`src/rtl/block_transmit_sd.sv`:
```
// block_transmit_sd: SPI-mode SD single-block write engine on the 400 kHz bit clock.
// Serializes gap, start token, 256 cache words and CRC16, then collects the data response and waits out card busy.
module block_transmit_sd #(
  parameter int unsigned RESP_WAIT = 16,
  parameter int unsigned BUSY_MAX  = 65535
) (
  input  logic        clk400,
  input  logic        reset,
  input  logic        enable,
  input  logic        SDin,
  output logic        SDout,
  output logic [7:0]  casheAddress,
  output logic        readCashe,
  input  logic [15:0] casheValue,
  output logic        busy,
  output logic        done,
  output logic [2:0]  status,
  output logic        error
);

  localparam int unsigned WORD_W  = 16;
  localparam int unsigned WAIT_W  = 16;
  localparam logic [7:0]  START_TOKEN = 8'hFE;
  localparam logic [15:0] CRC_POLY    = 16'h1021;
  localparam logic [2:0]  STAT_OK     = 3'b010;
  localparam logic [2:0]  STAT_TMO    = 3'b111;
  localparam logic [7:0]  LAST_WORD   = 8'd255;

  typedef enum logic [3:0] {
    S_IDLE,
    S_GAP,
    S_TOKEN,
    S_DATA,
    S_CRC,
    S_RESP,
    S_STAT,
    S_BUSYW,
    S_FIN
  } state_t;

  state_t              r_state, w_state_nxt;
  logic [2:0]          r_bit3, w_bit3_nxt;
  logic [3:0]          r_bit4, w_bit4_nxt;
  logic [7:0]          r_word, w_word_nxt;
  logic [WAIT_W-1:0]   r_wait, w_wait_nxt;
  logic [WORD_W-1:0]   r_shift, w_shift_nxt;
  logic [WORD_W-1:0]   r_hold, w_hold_nxt;
  logic                r_rd_q;
  logic [15:0]         r_crc, w_crc_nxt, w_crc_step;
  logic                r_sdout, w_sdout_nxt;
  logic [7:0]          r_addr, w_addr_nxt;
  logic                r_rd, w_rd_nxt;
  logic                r_busy, w_busy_nxt;
  logic                r_done, w_done_nxt;
  logic [2:0]          r_status, w_status_nxt;
  logic                r_error, w_error_nxt;
  logic [2:0]          w_tok_idx;

  // One bit of CRC16-CCITT (x^16+x^12+x^5+1), MSB-first feed.
  function automatic logic [15:0] crc16_step(input logic [15:0] crc, input logic din);
    logic fb;
    fb = crc[15] ^ din;
    return {crc[14:0], 1'b0} ^ (fb ? CRC_POLY : 16'h0000);
  endfunction

  assign w_crc_step = crc16_step(r_crc, r_sdout);
  assign w_tok_idx  = 3'd6 - r_bit3;

  assign SDout        = r_sdout;
  assign casheAddress = r_addr;
  assign readCashe    = r_rd;
  assign busy         = r_busy;
  assign done         = r_done;
  assign status       = r_status;
  assign error        = r_error;

  always_ff @(posedge clk400 or negedge reset) begin
    if (!reset) begin
      r_state  <= S_IDLE;
      r_bit3   <= 3'd0;
      r_bit4   <= 4'd0;
      r_word   <= 8'd0;
      r_wait   <= '0;
      r_shift  <= '0;
      r_hold   <= '0;
      r_rd_q   <= 1'b0;
      r_crc    <= 16'h0000;
      r_sdout  <= 1'b1;
      r_addr   <= 8'd0;
      r_rd     <= 1'b0;
      r_busy   <= 1'b0;
      r_done   <= 1'b0;
      r_status <= 3'b000;
      r_error  <= 1'b0;
    end else begin
      r_state  <= w_state_nxt;
      r_bit3   <= w_bit3_nxt;
      r_bit4   <= w_bit4_nxt;
      r_word   <= w_word_nxt;
      r_wait   <= w_wait_nxt;
      r_shift  <= w_shift_nxt;
      r_hold   <= w_hold_nxt;
      r_rd_q   <= r_rd;
      r_crc    <= w_crc_nxt;
      r_sdout  <= w_sdout_nxt;
      r_addr   <= w_addr_nxt;
      r_rd     <= w_rd_nxt;
      r_busy   <= w_busy_nxt;
      r_done   <= w_done_nxt;
      r_status <= w_status_nxt;
      r_error  <= w_error_nxt;
    end
  end

  // Next-state and next-output logic; the registered SDout always carries the bit for the coming cycle.
  always_comb begin
    w_state_nxt  = r_state;
    w_bit3_nxt   = r_bit3;
    w_bit4_nxt   = r_bit4;
    w_word_nxt   = r_word;
    w_wait_nxt   = r_wait;
    w_shift_nxt  = r_shift;
    w_hold_nxt   = r_rd_q ? casheValue : r_hold;
    w_crc_nxt    = r_crc;
    w_sdout_nxt  = r_sdout;
    w_addr_nxt   = r_addr;
    w_rd_nxt     = 1'b0;
    w_busy_nxt   = r_busy;
    w_done_nxt   = 1'b0;
    w_status_nxt = r_status;
    w_error_nxt  = r_error;

    case (r_state)
      S_IDLE: begin
        w_sdout_nxt = 1'b1;
        w_busy_nxt  = 1'b0;
        if (enable) begin
          w_state_nxt  = S_GAP;
          w_busy_nxt   = 1'b1;
          w_bit3_nxt   = 3'd0;
          w_status_nxt = 3'b000;
          w_error_nxt  = 1'b0;
          w_crc_nxt    = 16'h0000;
          w_addr_nxt   = 8'd0;
        end
      end

      S_GAP: begin
        if (r_bit3 == 3'd7) begin
          w_state_nxt = S_TOKEN;
          w_bit3_nxt  = 3'd0;
          w_sdout_nxt = START_TOKEN[7];
        end else begin
          w_bit3_nxt  = r_bit3 + 3'd1;
          w_sdout_nxt = 1'b1;
        end
      end

      // Word 0 is fetched during token bit 1 so it is held before the first data bit.
      S_TOKEN: begin
        w_rd_nxt = (r_bit3 == 3'd0);
        if (r_bit3 == 3'd7) begin
          w_state_nxt = S_DATA;
          w_bit4_nxt  = 4'd0;
          w_word_nxt  = 8'd0;
          w_shift_nxt = r_hold;
          w_sdout_nxt = r_hold[15];
        end else begin
          w_bit3_nxt  = r_bit3 + 3'd1;
          w_sdout_nxt = START_TOKEN[w_tok_idx];
        end
      end

      S_DATA: begin
        w_crc_nxt = w_crc_step;
        if (r_bit4 == 4'd6 && r_word != LAST_WORD) begin
          w_rd_nxt   = 1'b1;
          w_addr_nxt = 8'(r_word + 8'd1);
        end
        if (r_bit4 == 4'd15) begin
          w_bit4_nxt = 4'd0;
          if (r_word == LAST_WORD) begin
            w_state_nxt = S_CRC;
            w_sdout_nxt = w_crc_step[15];
          end else begin
            w_word_nxt  = 8'(r_word + 8'd1);
            w_shift_nxt = r_hold;
            w_sdout_nxt = r_hold[15];
          end
        end else begin
          w_bit4_nxt  = r_bit4 + 4'd1;
          w_shift_nxt = {r_shift[14:0], 1'b0};
          w_sdout_nxt = r_shift[14];
        end
      end

      // The CRC register doubles as the output shifter once data is complete.
      S_CRC: begin
        if (r_bit4 == 4'd15) begin
          w_state_nxt = S_RESP;
          w_wait_nxt  = '0;
          w_sdout_nxt = 1'b1;
        end else begin
          w_bit4_nxt  = r_bit4 + 4'd1;
          w_crc_nxt   = {r_crc[14:0], 1'b0};
          w_sdout_nxt = r_crc[14];
        end
      end

      S_RESP: begin
        w_sdout_nxt = 1'b1;
        if (!SDin) begin
          w_state_nxt = S_STAT;
          w_bit3_nxt  = 3'd0;
        end else if (r_wait == WAIT_W'(RESP_WAIT - 1)) begin
          w_state_nxt  = S_FIN;
          w_status_nxt = STAT_TMO;
          w_error_nxt  = 1'b1;
          w_done_nxt   = 1'b1;
          w_busy_nxt   = 1'b0;
        end else begin
          w_wait_nxt = r_wait + WAIT_W'(1);
        end
      end

      S_STAT: begin
        w_sdout_nxt = 1'b1;
        if (r_bit3 == 3'd3) begin
          w_state_nxt = S_BUSYW;
          w_wait_nxt  = '0;
        end else begin
          w_status_nxt = {r_status[1:0], SDin};
          w_bit3_nxt   = r_bit3 + 3'd1;
        end
      end

      S_BUSYW: begin
        w_sdout_nxt = 1'b1;
        if (SDin) begin
          w_state_nxt = S_FIN;
          w_error_nxt = (r_status != STAT_OK);
          w_done_nxt  = 1'b1;
          w_busy_nxt  = 1'b0;
        end else if (r_wait == WAIT_W'(BUSY_MAX)) begin
          w_state_nxt = S_FIN;
          w_error_nxt = 1'b1;
          w_done_nxt  = 1'b1;
          w_busy_nxt  = 1'b0;
        end else begin
          w_wait_nxt = r_wait + WAIT_W'(1);
        end
      end

      S_FIN: begin
        w_state_nxt = S_IDLE;
        w_sdout_nxt = 1'b1;
        w_busy_nxt  = 1'b0;
      end

      default: begin
        w_state_nxt = S_IDLE;
        w_sdout_nxt = 1'b1;
        w_busy_nxt  = 1'b0;
      end
    endcase
  end

endmodule

```
`config.mk`:
```
export PLATFORM = sky130hd
export DESIGN_NAME = block_transmit_sd
export DESIGN_NICKNAME = d
export VERILOG_FILES = /design/src/rtl/block_transmit_sd.sv
export SDC_FILE = /design/constraint.sdc
export NUM_CORES = 1
export LEC_CHECK = 0
export CORE_MARGIN = 2
export CORE_UTILIZATION = 30
export DETAILED_ROUTE_END_ITERATION = 16
export GPL_TIMING_DRIVEN = 0
export PLACE_DENSITY = 0.45
export SLEW_MARGIN = 20
export SYNTH_ARGS = -nofsm -noshare
export SYNTH_HDL_FRONTEND = slang
export SYNTH_SLANG_ARGS = --single-unit
```
`constraint.sdc`:
```
create_clock -name clk400 -period 2.43 [get_ports clk400]
set_clock_uncertainty 0.15 [all_clocks]
set_input_delay 0.486 -clock clk400 [delete_from_list [all_inputs] [get_ports clk400]]
set_output_delay 0.486 -clock clk400 [all_outputs]
set_load 0.02 [all_outputs]
```
Word-level counts from Yosys, hierarchy flattened
Memory sizes are Yosys's and may differ from the RTL's.
Index checks and enable logic that the tools add are counted.
- register bits after elaboration: 99
- ROM bits: 8
- input bits: 20
- output and inout bits: 16
- word-level logic and storage cells: 159
- memories kept: 1
- memories (name ; words ; width ; read ports ; clocked after memory_dff ; write ports ; line ; text):
    (no name shown) ; 8 ; 1 ; 1 ; 0 ; 0 ; 170 ; w_sdout_nxt = START_TOKEN[w_tok_idx];
- $add $sub $neg: 5
- $lt $le $gt $ge: 1
- equality and inequality tests: 37
- mux-type cells: 73
- bitwise gates (word level): 3
- reduce and logical (&&, ||, !) cells: 23
- operators with widths (operator ; number):
    two-way mux 16 bit ; 8
    case mux 16 bit (4 select lines) ; 1
    two-way mux 4 bit ; 14
    case mux 16 bit (3 select lines) ; 1
    two-way mux 15 bit ; 3
    two-way mux 8 bit ; 5
    != test 2 bit, second input constant ; 18
    case mux 4 bit (8 select lines) ; 1
    case mux 8 bit (2 select lines) ; 2
    case mux 15 bit (2 select lines) ; 1
    two-way mux 3 bit ; 8
    == test 4 x 3 -> 1 bit, second input constant ; 5
    two-way mux 1 bit ; 20
    adder 16 x 1 -> 16 bit, second input constant ; 1
    == test 16 bit, second input constant ; 1
    == test 16 x 4 -> 1 bit, second input constant ; 1
    XOR 16 x 13 -> 16 bit ; 1
    case mux 3 bit (5 select lines) ; 1
    AND reduction 5 bit ; 3
    two-way mux 13 bit ; 1
    case mux 4 bit (3 select lines) ; 1
    AND reduction 3 bit ; 4
    nonzero test 3 bit ; 4
    != test 3 bit, second input constant ; 3
    other kinds (29) ; 34

Logic depth before layout (Yosys ltp)
Gate-level depths: netlist (run 1).
- word-level depth: 6
- depth in mapped cells: 9
- mapped depth without buffers: 7

Least setup slack after synthesis (run 1)
Ideal clock, no wire load.
- path kind: register -> register
- start: register r_word[0]
- end: register r_addr[0] (netlist: casheAddress[0])
- setup time: 125 ps
- data arrival time: 1873 ps
- data required time: 2155 ps
- slack: 282 ps
- stages on the path, launching flop included: 6
- buffers on the path: 0
- period minus slack after synthesis: 2148 ps
- cells stage by stage: dfrtp_1 > ha_1 > and4_1 > a211o_1 > a21boi_2 > mux2_2
- word-level cells in the longest chain between the ends: 4
- elaborated cells between the ends (all ways): 7
- classes of those cells: 1 x add/sub; 2 x eq/ne; 2 x mux; 2 x reduce/logical
- ends and longest elaborated chain (item ; line ; text):
    from (decl) ; 44 ; logic [7:0] r_word, w_word_nxt;
    from (signal assigned) ; 99 ; r_word <= w_word_nxt;
    parallel branches: the longest is 4 deep, another holds adder 8 x 1 -> 8 bit ; - ;
    to (signal assigned) ; 106 ; r_addr <= w_addr_nxt;
    to (decl) ; 51 ; logic [7:0] r_addr, w_addr_nxt;
Several ways; the timed one is not identified. The select of a mux whose other input is x is not followed.
A chain may end at the register's enable or synchronous reset.

Worst setup path in the final report (run 1)
- start: register r_state[1]
- end: register r_state[0]
- word-level cells in the longest chain between the ends: 3
- elaborated cells between the ends (all ways): 19
- classes of those cells: 16 x eq/ne; 1 x mux; 2 x reduce/logical
- ends and longest elaborated chain (item ; line ; text):
    from (decl) ; 41 ; state_t r_state, w_state_nxt;
    from (signal assigned) ; 96 ; r_state <= w_state_nxt;
    == test 4 x 3 -> 1 bit, or another cell as far along ; 133 ; case (r_state)
    != test 3 bit (no line) or != test 2 bit (tied branches) ; - ;
    AND reduction 9 bit (no line) ; - ;
Several ways; a longest one is shown, not always the timed one.

==> results.json, run 1 <==
{
  "synth-seq-cells": 99,
  "vias": 4017,
  "synth_top_area_share_pct": 47.5,
  "yosys-top-cells-area": "sky130_fd_sc_hd__dfrtp_1 47%, sky130_fd_sc_hd__mux2_2 6.8%, sky130_fd_sc_hd__o21ai_0 6.2%, sky130_fd_sc_hd__nand2_1 5.7%, sky130_fd_sc_hd__mux2i_1 3.7%",
  "setup_viol": 0,
  "timing.rr.start": "r_state[1]",
  "htree_levels": 3,
  "totalWireLength_um": 12300,
  "dominantRegCellSynth": "sky130_fd_sc_hd__dfrtp_1",
  "rrSetupSlack_ns": 0.08,
  "timing_worst_slew_pin_value_ns": 0.877,
  "final_cell_area_um2": 6160,
  "clock_tree_from_tritoncts": "yes",
  "cts.sink_count": 99,
  "timing.max_cap.violations": 0,
  "synth_fp_nets": 553,
  "die_height_um": 135,
  "min_period_over_period_pct": 96.6,
  "detail_route.wl_per_cell_um": 15.4,
  "fin_max_slew_vios": 0,
  "post_synth_mux_area_share_pct": 10.4,
  "numnets_final": 602,
  "worstHoldStart": "readCashe",
  "fmax_mhz": 426,
  "antenna_found_initial": 0,
  "drt-initial-drc-count": 245,
  "start_util_pct": 30.9,
  "final-hold-violation-count": 0,
  "postSynth.asyncResetShare_pct": 100,
  "worst_slack_ns": 0.0819,
  "multiInputGateArea_um2": 2540,
  "crit_path_top_delay_cell": "sky130_fd_sc_hd__dfrtp_1",
  "crit_path_end_kind": "flip-flop",
  "final_layout_size_suffix_gt1_share_pct": 17.2,
  "path_class": "flip-flop to flip-flop",
  "final_core_utilization_pct": 36.9,
  "setup_tns_after_final_layout_ns": 0,
  "critical_path_peak_fanout": 9,
  "pre_cts_ws_ns": -0.349,
  "post_synth_instance_area_um2": 5160,
  "core_region_area_um2": 16700,
  "numPortBuffers": 35,
  "grt_pass1_vias": 4050,
  "yosys.area_share.simple_pct": 17.6,
  "cp_slowest_stage_delay_ns": 0.48,
  "clk_transition_reported_paths_ns": 0.06,
  "postRouteAntennaNets": 0,
  "grt_usage_pct": 14.3,
  "dpl-instance-area_um2": 5820,
  "synth_seq_area_share_pct": 48.0,
  "synth-compound-area-share_pct": 17.3,
  "gr-total-overflow": 0,
  "synth_top_family_by_area": "simple AND/OR/NAND/NOR gates",
  "register_area_um2": 2480,
  "layout_commonest_cell": "sky130_fd_sc_hd__dfrtp_1",
  "core.rowCount": 47,
  "die_x_um": 135,
  "hold_ws_ns": 0.231,
  "n_fill_cell": 1730,
  "n_antenna_cell": 0,
  "power.static_leakage_nw": 2.61,
  "grt_pass1_wl_um": 20800,
  "timing.critical_path.cells": "nand2b_1 -> clkbuf_1 -> or2_1 -> o21a_1 -> buf_6 -> a21oi_2 -> mux2_2",
  "synth_enable_flop_cells": 0,
  "cells_on_worst_reg2reg_path": 7,
  "holdCritPathClass": "flip-flop to flip-flop",
  "globalplace.congestion": 0.817,
  "remaining_max_slew_budget_at_the_tightest_pin_pct": 41.1,
  "yosys_top_cell_by_area": "sky130_fd_sc_hd__dfrtp_1",
  "clock_latency_ns": 0.34,
  "most_frequent_cells_in_the_layout": "98 x sky130_fd_sc_hd__dfrtp_1, 78 x sky130_fd_sc_hd__nand2_1, 64 x sky130_fd_sc_hd__o21ai_0, 34 x sky130_fd_sc_hd__nor2_1, 34 x sky130_fd_sc_hd__clkdlybuf4s50_1",
  "drt_pre_antenna_iters": 6,
  "pin_count": 36,
  "layout_min_cycle_time_ns": 2.35,
  "cts_max_path_buffers": 2,
  "number_of_cells_on_the_worst_hold_path": 0,
  "arrival_ns": 2.43,
  "vias_per_cell": 5.05,
  "synthToLayoutAreaGrowth_pct": 19.3,
  "post_synth.cell_area_avg_um2": 9.84,
  "cts_buffers": 9,
  "power_density_nw_per_um2": 1060,
  "die-area_um2": 18300,
  "crit_required_ns": 2.51,
  "post_synth_xor_area_fraction_pct": 1.19,
  "worstHoldEndpoint": "r_rd_q",
  "start_kind": "flip-flop",
  "yosys.area_share.adder_pct": 1.94,
  "place_hpwl_um": 8720,
  "cts_root_buf": "sky130_fd_sc_hd__clkbuf_16",
  "synthDistinctLibCells": 71,
  "grt_max_degree": 68,
  "drt_drc_violations_left": 0,
  "postSynthCellCount": 525,
  "outcome": "finished clean",
  "synth-warning-count": 0,
  "worst_r2r_endpoint": "r_state[0]",
  "max-vdd-ir-drop_uv": 504
}
-- metal layers --
| metal | GRT usage, % | wire [um] | share of wire [%] |
|---|---|---|---|
| met5 | 0 | 0 | 0 |
| met4 | 3.13 | 114 | 0.93 |
| met3 | 3.93 | 470 | 3.8 |
| met2 | 23.9 | 5890 | 48 |
| met1 | 18.5 | 5800 | 47 |
-- sequential cells by signal (all words and copies together), names as in the netlist, 3 cells and up --
signal,flops
r_bit4,4
r_hold,16
r_bit3,3
r_word,8
r_state,4
r_crc,16
casheAddress,8
r_shift,15
status,3
r_wait,16
-- repair_timing --
item	CTS	global route
gates resized for setup	4	17
setup buffers	0	1
hold endpoints to repair	32	0
hold buffers	1	0
setup endpoints to repair	22	38
-- cell families (layout without fill, tap and decap cells) --
group | after synthesis | in the layout
flops | 99 | 99
compound gates | 135 | 135
simple gates | 186 | 186
buf+inv | 40 | 91
mux | 50 | 50
fa+ha+maj | 8 | 8
xor+xnor | 7 | 7
-- worst max-delay path, delay by kind of cell (launching register included) --
family | cells | cell delay, ns
AO/OA/AOI/OAI | 2 | 0.42
buffers and inverters | 2 | 0.32
flip-flops | 1 | 0.48
multiplexers | 1 | 0.35
AND/OR/NAND/NOR | 2 | 0.49
-- power by group --
| group | internal, mW | switching (mW) | leakage (nW) |
|---|---|---|---|
| Clock | 0.776 | 0.603 | 0.137 |
| Combinational | 1.16 | 1.53 | 1.17 |
| Sequential | 2.12 | 0.344 | 1.31 |
| Total | 4.06 | 2.48 | 2.61 |
-- worst max path at each step --
stage | end | cells after the start | start
after floorplan | casheAddress[0] | 5 | r_word[0]
after global placement | r_crc[7] | 1 | reset
after detailed placement | casheAddress[2] | 4 | enable
after CTS | r_shift[7] | 8 | r_word[0]
after global routing | r_shift[12] | 7 | r_state[1]
final | r_state[0] | 7 | r_state[1]
-- metrics by stage --
step	power, mW	cells
6_report	6.53	796
5_1_grt	7.05	796
4_1_cts	6.57	795
3_5_place_dp	5.13	781
3_3_place_gp	5.09	780
2_1_floorplan	4.31	525
-- cell type report --
cell class | count | area share [%]
multi-input combinational | 386 | 41.3
sequential | 99 | 40.2
timing repair buffer | 38 | 6.44
tap | 220 | 4.47
clock buffer | 9 | 3.65
buffer | 29 | 2.54
clock inverter | 4 | 0.731
inverter | 11 | 0.670
-- cells in the mapped netlist (9+ instances only) --
cell                        n
sky130_fd_sc_hd__clkbuf_1  10
sky130_fd_sc_hd__nand3_1   14
sky130_fd_sc_hd__mux2i_1   19
sky130_fd_sc_hd__dfrtp_1   98
sky130_fd_sc_hd__nor2_1    34
sky130_fd_sc_hd__o31ai_1   12
sky130_fd_sc_hd__a31oi_1    9
sky130_fd_sc_hd__inv_1     11
sky130_fd_sc_hd__a21oi_1   10
sky130_fd_sc_hd__buf_2     13
sky130_fd_sc_hd__o21ai_0   64
sky130_fd_sc_hd__mux2_2    31
sky130_fd_sc_hd__nor3_1    14
sky130_fd_sc_hd__nand2_1   78
No activity file was read; power rests on OpenSTA's default activity.
==> inputs of run 2 (changes only) <==
--- a/config.mk
+++ b/config.mk
@@ -9,6 +9,7 @@
 export CORE_UTILIZATION = 30
 export DETAILED_ROUTE_END_ITERATION = 16
 export GPL_TIMING_DRIVEN = 0
+export MAX_ROUTING_LAYER = met4
 export PLACE_DENSITY = 0.45
 export SLEW_MARGIN = 20
 export SYNTH_ARGS = -nofsm -noshare
==> results.json, run 2 (synthesis gave the netlist of run 1 again) <==
{
  "outcome": "finished clean",
  "worstHoldStart": "readCashe",
  "globalplace.congestion": 0.829,
  "layout_min_cycle_time_ns": 2.35,
  "drt-initial-drc-count": 230,
  "most_frequent_cells_in_the_layout": "98 x sky130_fd_sc_hd__dfrtp_1, 78 x sky130_fd_sc_hd__nand2_1, 64 x sky130_fd_sc_hd__o21ai_0, 34 x sky130_fd_sc_hd__nor2_1, 34 x sky130_fd_sc_hd__clkdlybuf4s50_1",
  "totalWireLength_um": 12300,
  "clk_transition_reported_paths_ns": 0.07,
  "die_x_um": 135,
  "timing.max_cap.violations": 0,
  "critical_path_peak_fanout": 9,
  "pwr-share-seq_pct": 37.7,
  "timing.rr.start": "r_state[1]",
  "place_inst": 781,
  "crit_path_top_delay_cell": "sky130_fd_sc_hd__dfrtp_1",
  "start_kind": "flip-flop",
  "grt_pass1_wl_um": 20800,
  "clock_latency_ns": 0.34,
  "drt_pre_antenna_iters": 7,
  "drt_drc_violations_left": 0,
  "final_cell_area_um2": 6160,
  "register_area_um2": 2480,
  "grt_pass1_vias": 4054,
  "share_clk_of_total_power_pct": 21.1,
  "multiInputGateArea_um2": 2540,
  "numPortBuffers": 35,
  "grt_usage_pct": 14.7,
  "fin_max_slew_vios": 0,
  "vias": 4063,
  "max-vdd-ir-drop_uv": 506,
  "cts_max_path_buffers": 2,
  "final-hold-violation-count": 0,
  "antenna_found_initial": 0,
  "timing_worst_slew_pin_value_ns": 0.869,
  "postRouteAntennaNets": 0,
  "detail_route.wl_per_cell_um": 15.5,
  "largestRegisters": "r_crc (16), r_hold (16), r_wait (16)",
  "place_hpwl_um": 8720,
  "crit_path_end_kind": "flip-flop",
  "clock_tree_from_tritoncts": "yes",
  "htree_levels": 3,
  "intPower_mw": 4.06,
  "post_route_total_power_mw": 6.54,
  "vias_per_cell": 5.10,
  "pre_cts_ws_ns": -0.349,
  "core.rowCount": 47,
  "cts_buffers": 9,
  "n_antenna_cell": 0,
  "n_fill_cell": 1730,
  "die-area_um2": 18300,
  "die_height_um": 135,
  "timing.critical_path.cells": "nand2b_1 -> clkbuf_1 -> or2_1 -> o21a_1 -> buf_6 -> a21oi_2 -> mux2_2",
  "worst_slack_ns": 0.0780,
  "pin_count": 36,
  "crit_required_ns": 2.51,
  "cts_root_buf": "sky130_fd_sc_hd__clkbuf_16",
  "cp_top_family": "simple AND/OR/NAND/NOR gates",
  "cts.sink_count": 99,
  "critical_path.n_buffers_inverters": 2,
  "synthToLayoutAreaGrowth_pct": 19.3,
  "timing.critical_path.from": "r_state[1]",
  "path_class": "flip-flop to flip-flop",
  "start_util_pct": 30.9,
  "remaining_max_slew_budget_at_the_tightest_pin_pct": 41.6,
  "layout_commonest_cell": "sky130_fd_sc_hd__dfrtp_1",
  "arrival_ns": 2.43,
  "grt_max_degree": 68,
  "min_period_over_period_pct": 96.8,
  "p_comb_share_pct": 41.2,
  "core_region_area_um2": 16700,
  "cp_slowest_stage_delay_ns": 0.48,
  "dpl-instance-area_um2": 5820,
  "final_layout_size_suffix_gt1_share_pct": 17.2,
  "numnets_final": 602,
  "power_density_nw_per_um2": 1060,
  "power.static_leakage_nw": 2.61,
  "stdcell_count": 796,
  "fmax_mhz": 425,
  "holdCritPathClass": "flip-flop to flip-flop",
  "gr-total-overflow": 0,
  "setup_viol": 0,
  "setup_tns_after_final_layout_ns": 0,
  "switchingPower_mw": 2.49,
  "swShare_pct": 38.0
}
-- run 2: cell counts in the layout (fill, tap and decap cells not counted) --
No cell type changed its count.
-- run 2: path summary, 6_finish.rpt --
path | to | slack, ns | depth (start not counted)
worst max register to register | r_state[0] | 0.08 | 7
min in group asynchronous | r_wait[9] | 0.45 | 2
max in group asynchronous | SDout | 0.98 | 3
worst max-delay path | r_state[0] | 0.08 | 7
worst min register to register | r_rd_q | 0.23 | 0
worst min-delay path | r_rd_q | 0.23 | 0
-- run 2: what timing repair did --
action / 4_1_cts / 5_1_grt
buffers inserted: 0 / 1
endpoints found under the setup margin: 22 / 39
hold endpoints to repair: 32 / 0
hold buffers: 1 / 0
resized for setup: 4 / 17
-- run 2: cell type report --
| class | instances | area share (%) |
|---|---|---|
| Multi-Input combinational cell | 386 | 41.3 |
| Sequential cell | 99 | 40.2 |
| Timing Repair Buffer | 38 | 6.44 |
| Tap cell | 220 | 4.47 |
| Clock inverter | 4 | 0.731 |
| Clock buffer | 9 | 3.65 |
| Inverter | 11 | 0.670 |
| Buffer | 29 | 2.54 |
-- run 2: power by group through the flow --
stage / logic, mW / registers, mW / clock network [mW]
2_1_floorplan: 1.85 / 2.46 / 0
3_3_place_gp: 2.61 / 2.48 / 0
3_5_place_dp: 2.64 / 2.49 / 0
4_1_cts: 2.67 / 2.46 / 1.44
5_1_grt: 3.01 / 2.53 / 1.51
6_report: 2.69 / 2.46 / 1.38
-- run 2: through the flow --
step           utilization, %  hold slack (ns)
2_1_floorplan               -           0.0404
3_3_place_gp             34.7            0.218
3_5_place_dp             34.8            0.223
4_1_cts                  36.6            0.242
5_1_grt                  36.9            0.249
6_report                 36.9            0.233
-- run 2: metal layers --
layer	track usage (%)	part of all wire, %	up-vias	wire [um]
met3	3.93	4.0	9	493
met5	-	0	-	0
met1	18.5	47	2012	5780
met4	3.13	1.0	0	127
met2	24.0	48	65	5920
li1	-	-	1977	-
==> inputs of run 3 (changes only) <==
--- a/config.mk
+++ b/config.mk
@@ -5,12 +5,13 @@
 export SDC_FILE = /design/constraint.sdc
 export NUM_CORES = 1
 export LEC_CHECK = 0
+export CAP_MARGIN = 20
 export CORE_MARGIN = 2
-export CORE_UTILIZATION = 30
+export CORE_UTILIZATION = 59
 export DETAILED_ROUTE_END_ITERATION = 16
 export GPL_TIMING_DRIVEN = 0
 export MAX_ROUTING_LAYER = met4
-export PLACE_DENSITY = 0.45
+export PLACE_DENSITY = 0.79
 export SLEW_MARGIN = 20
 export SYNTH_ARGS = -nofsm -noshare
 export SYNTH_HDL_FRONTEND = slang
==> results.json, run 3 (synthesis gave the netlist of run 1 again) <==
{
  "detail_route.wl_per_cell_um": 16.5,
  "setup_tns_after_final_layout_ns": 0,
  "share_clk_of_total_power_pct": 16.1,
  "grt_max_degree": 61,
  "timing.critical_path.from": "r_state[1]",
  "intPower_mw": 3.66,
  "pwr-share-seq_pct": 40.2,
  "layout_min_cycle_time_ns": 2.31,
  "globalplace.congestion": 0.930,
  "outcome": "finished clean",
  "switchingPower_mw": 2.45,
  "power_density_nw_per_um2": 1030,
  "clock_tree_from_tritoncts": "yes",
  "place_inst": 669,
  "clk_transition_reported_paths_ns": 0.09,
  "antenna_found_initial": 0,
  "gr-total-overflow": 0,
  "fin_max_slew_vios": 0,
  "arrival_ns": 2.40,
  "final_cell_area_um2": 5920,
  "setup_viol": 0,
  "rrSetupSlack_ns": 0.12,
  "rsz_0062_raised_after_global_routing": "yes",
  "dpl-instance-area_um2": 5680,
  "fmax_mhz": 434,
  "power.static_leakage_nw": 2.54,
  "vias": 4120,
  "timing_worst_slew_pin_value_ns": 0.701,
  "pin_count": 36,
  "max-vdd-ir-drop_uv": 599,
  "remaining_max_slew_budget_at_the_tightest_pin_pct": 52.9,
  "final-hold-violation-count": 0,
  "cts_root_buf": "sky130_fd_sc_hd__clkbuf_8",
  "worst_slack_ns": 0.124,
  "pre_cts_ws_ns": -0.288,
  "layout_commonest_cell": "sky130_fd_sc_hd__dfrtp_1",
  "numnets_final": 603,
  "cts.sink_count": 99,
  "final_core_utilization_pct": 68.9,
  "drt-initial-drc-count": 229,
  "postRouteAntennaNets": 0,
  "start_util_pct": 60.1,
  "vias_per_cell": 5.99,
  "htree_levels": 3,
  "worst_r2r_endpoint": "r_state[1]",
  "cts_buffers": 9,
  "min_period_over_period_pct": 94.9,
  "p_comb_share_pct": 43.8,
  "crit_required_ns": 2.52,
  "swShare_pct": 40.1,
  "largestRegisters": "r_crc (16), r_hold (16), r_wait (16)",
  "timing.critical_path.to": "r_state[1]",
  "timing.max_cap.violations": 0,
  "die_x_um": 97.6,
  "n_antenna_cell": 0,
  "crit_path_end_kind": "flip-flop",
  "totalWireLength_um": 11400,
  "timing.rr.start": "r_state[1]",
  "synthToLayoutAreaGrowth_pct": 14.7,
  "core.rowCount": 34,
  "core_region_area_um2": 8590,
  "n_fill_cell": 651,
  "cells_on_worst_reg2reg_path": 7,
  "final_layout_size_suffix_gt1_share_pct": 17.8,
  "numPortBuffers": 35,
  "drt_drc_violations_left": 0,
  "most_frequent_cells_in_the_layout": "95 x sky130_fd_sc_hd__dfrtp_1, 78 x sky130_fd_sc_hd__nand2_1, 64 x sky130_fd_sc_hd__o21ai_0, 34 x sky130_fd_sc_hd__nor2_1, 34 x sky130_fd_sc_hd__clkdlybuf4s50_1",
  "grt_pass1_vias": 4122,
  "cts_max_path_buffers": 2,
  "die_height_um": 97.6,
  "die-area_um2": 9520,
  "clock_latency_ns": 0.36,
  "stdcell_count": 688,
  "start_kind": "flip-flop",
  "place_hpwl_um": 8050,
  "drt_pre_antenna_iters": 5,
  "grt_pass1_wl_um": 19600,
  "critical_path_peak_fanout": 9,
  "holdCritPathClass": "flip-flop to flip-flop",
  "path_class": "flip-flop to flip-flop",
  "grt_usage_pct": 25.8
}
## run 3: changes by cell type in the layout (fill, tap and decap cells not counted), moves of 2 or more
cell / change
sky130_fd_sc_hd__clkbuf_1: +4
sky130_fd_sc_hd__dfrtp_1: -3
sky130_fd_sc_hd__dfrtp_2: +3
sky130_fd_sc_hd__clkbuf_16: -9
sky130_fd_sc_hd__inv_6: +4
sky130_fd_sc_hd__clkbuf_2: -2
sky130_fd_sc_hd__clkbuf_8: +9
sky130_fd_sc_hd__clkinv_2: -3
## run 3: stage by stage
step / hold WS, ns / total power, mW
2_1_floorplan: 0.0404 / 4.31
3_3_place_gp: 0.246 / 4.97
3_5_place_dp: 0.243 / 5.08
4_1_cts: 0.276 / 6.09
5_1_grt: 0.284 / 6.55
6_report: 0.261 / 6.11
## run 3: worst min path at each step
stage                         start      to  slack (ns)  cells after the start
after floorplan               reset    busy        0.04                      0
after global placement    readCashe  r_rd_q        0.25                      0
after detailed placement  readCashe  r_rd_q        0.24                      0
after CTS                 readCashe  r_rd_q        0.28                      0
after global routing      readCashe  r_rd_q        0.28                      0
final                     readCashe  r_rd_q        0.26                      0
## run 3: layout make-up
cell class,instances,area (um2),area share (%)
timing repair buffer,39,404,6.82
inverter,11,41.3,0.697
sequential,99,2480,41.9
multi-input combinational,386,2530,42.7
clock buffer,11,131,2.22
clock inverter,5,42.5,0.718
buffer,29,154,2.60
tap,108,135,2.28
## run 3: worst max-delay path, stage by stage, from the launching register on
cell	delay (ns)
sky130_fd_sc_hd__dfrtp_2	0.46
sky130_fd_sc_hd__nand2b_1	0.15
sky130_fd_sc_hd__clkbuf_1	0.21
sky130_fd_sc_hd__or2_4	0.31
sky130_fd_sc_hd__o21a_1	0.20
sky130_fd_sc_hd__buf_6	0.14
sky130_fd_sc_hd__a21oi_2	0.21
sky130_fd_sc_hd__mux2_2	0.36
## run 3: repair_timing
item	4_1_cts	5_1_grt
hold buffers	1	0
resized for setup	1	18
setup endpoints to repair	10	38
gates cloned	0	0
setup buffers	0	2
endpoints found under the hold margin	39	0
## run 3: power groups by stage
stage,sequential [mW],clock (mW),combinational (mW)
finish,2.46,0.981,2.67
global placement,2.46,0,2.51
detailed placement,2.48,0,2.61
global route,2.53,1.06,2.96
CTS,2.45,1.01,2.63
floorplan,2.46,0,1.85
## run 3: layer usage
layer / global-route usage, % / part of all wire (%) / vias to the layer above
li1: - / - / 1976
met1: 32.4 / 44 / 2046
met2: 43.1 / 51 / 84
met3: 4.82 / 3.6 / 14
met4: 7.16 / 1.4 / 0
met5: - / 0 / -
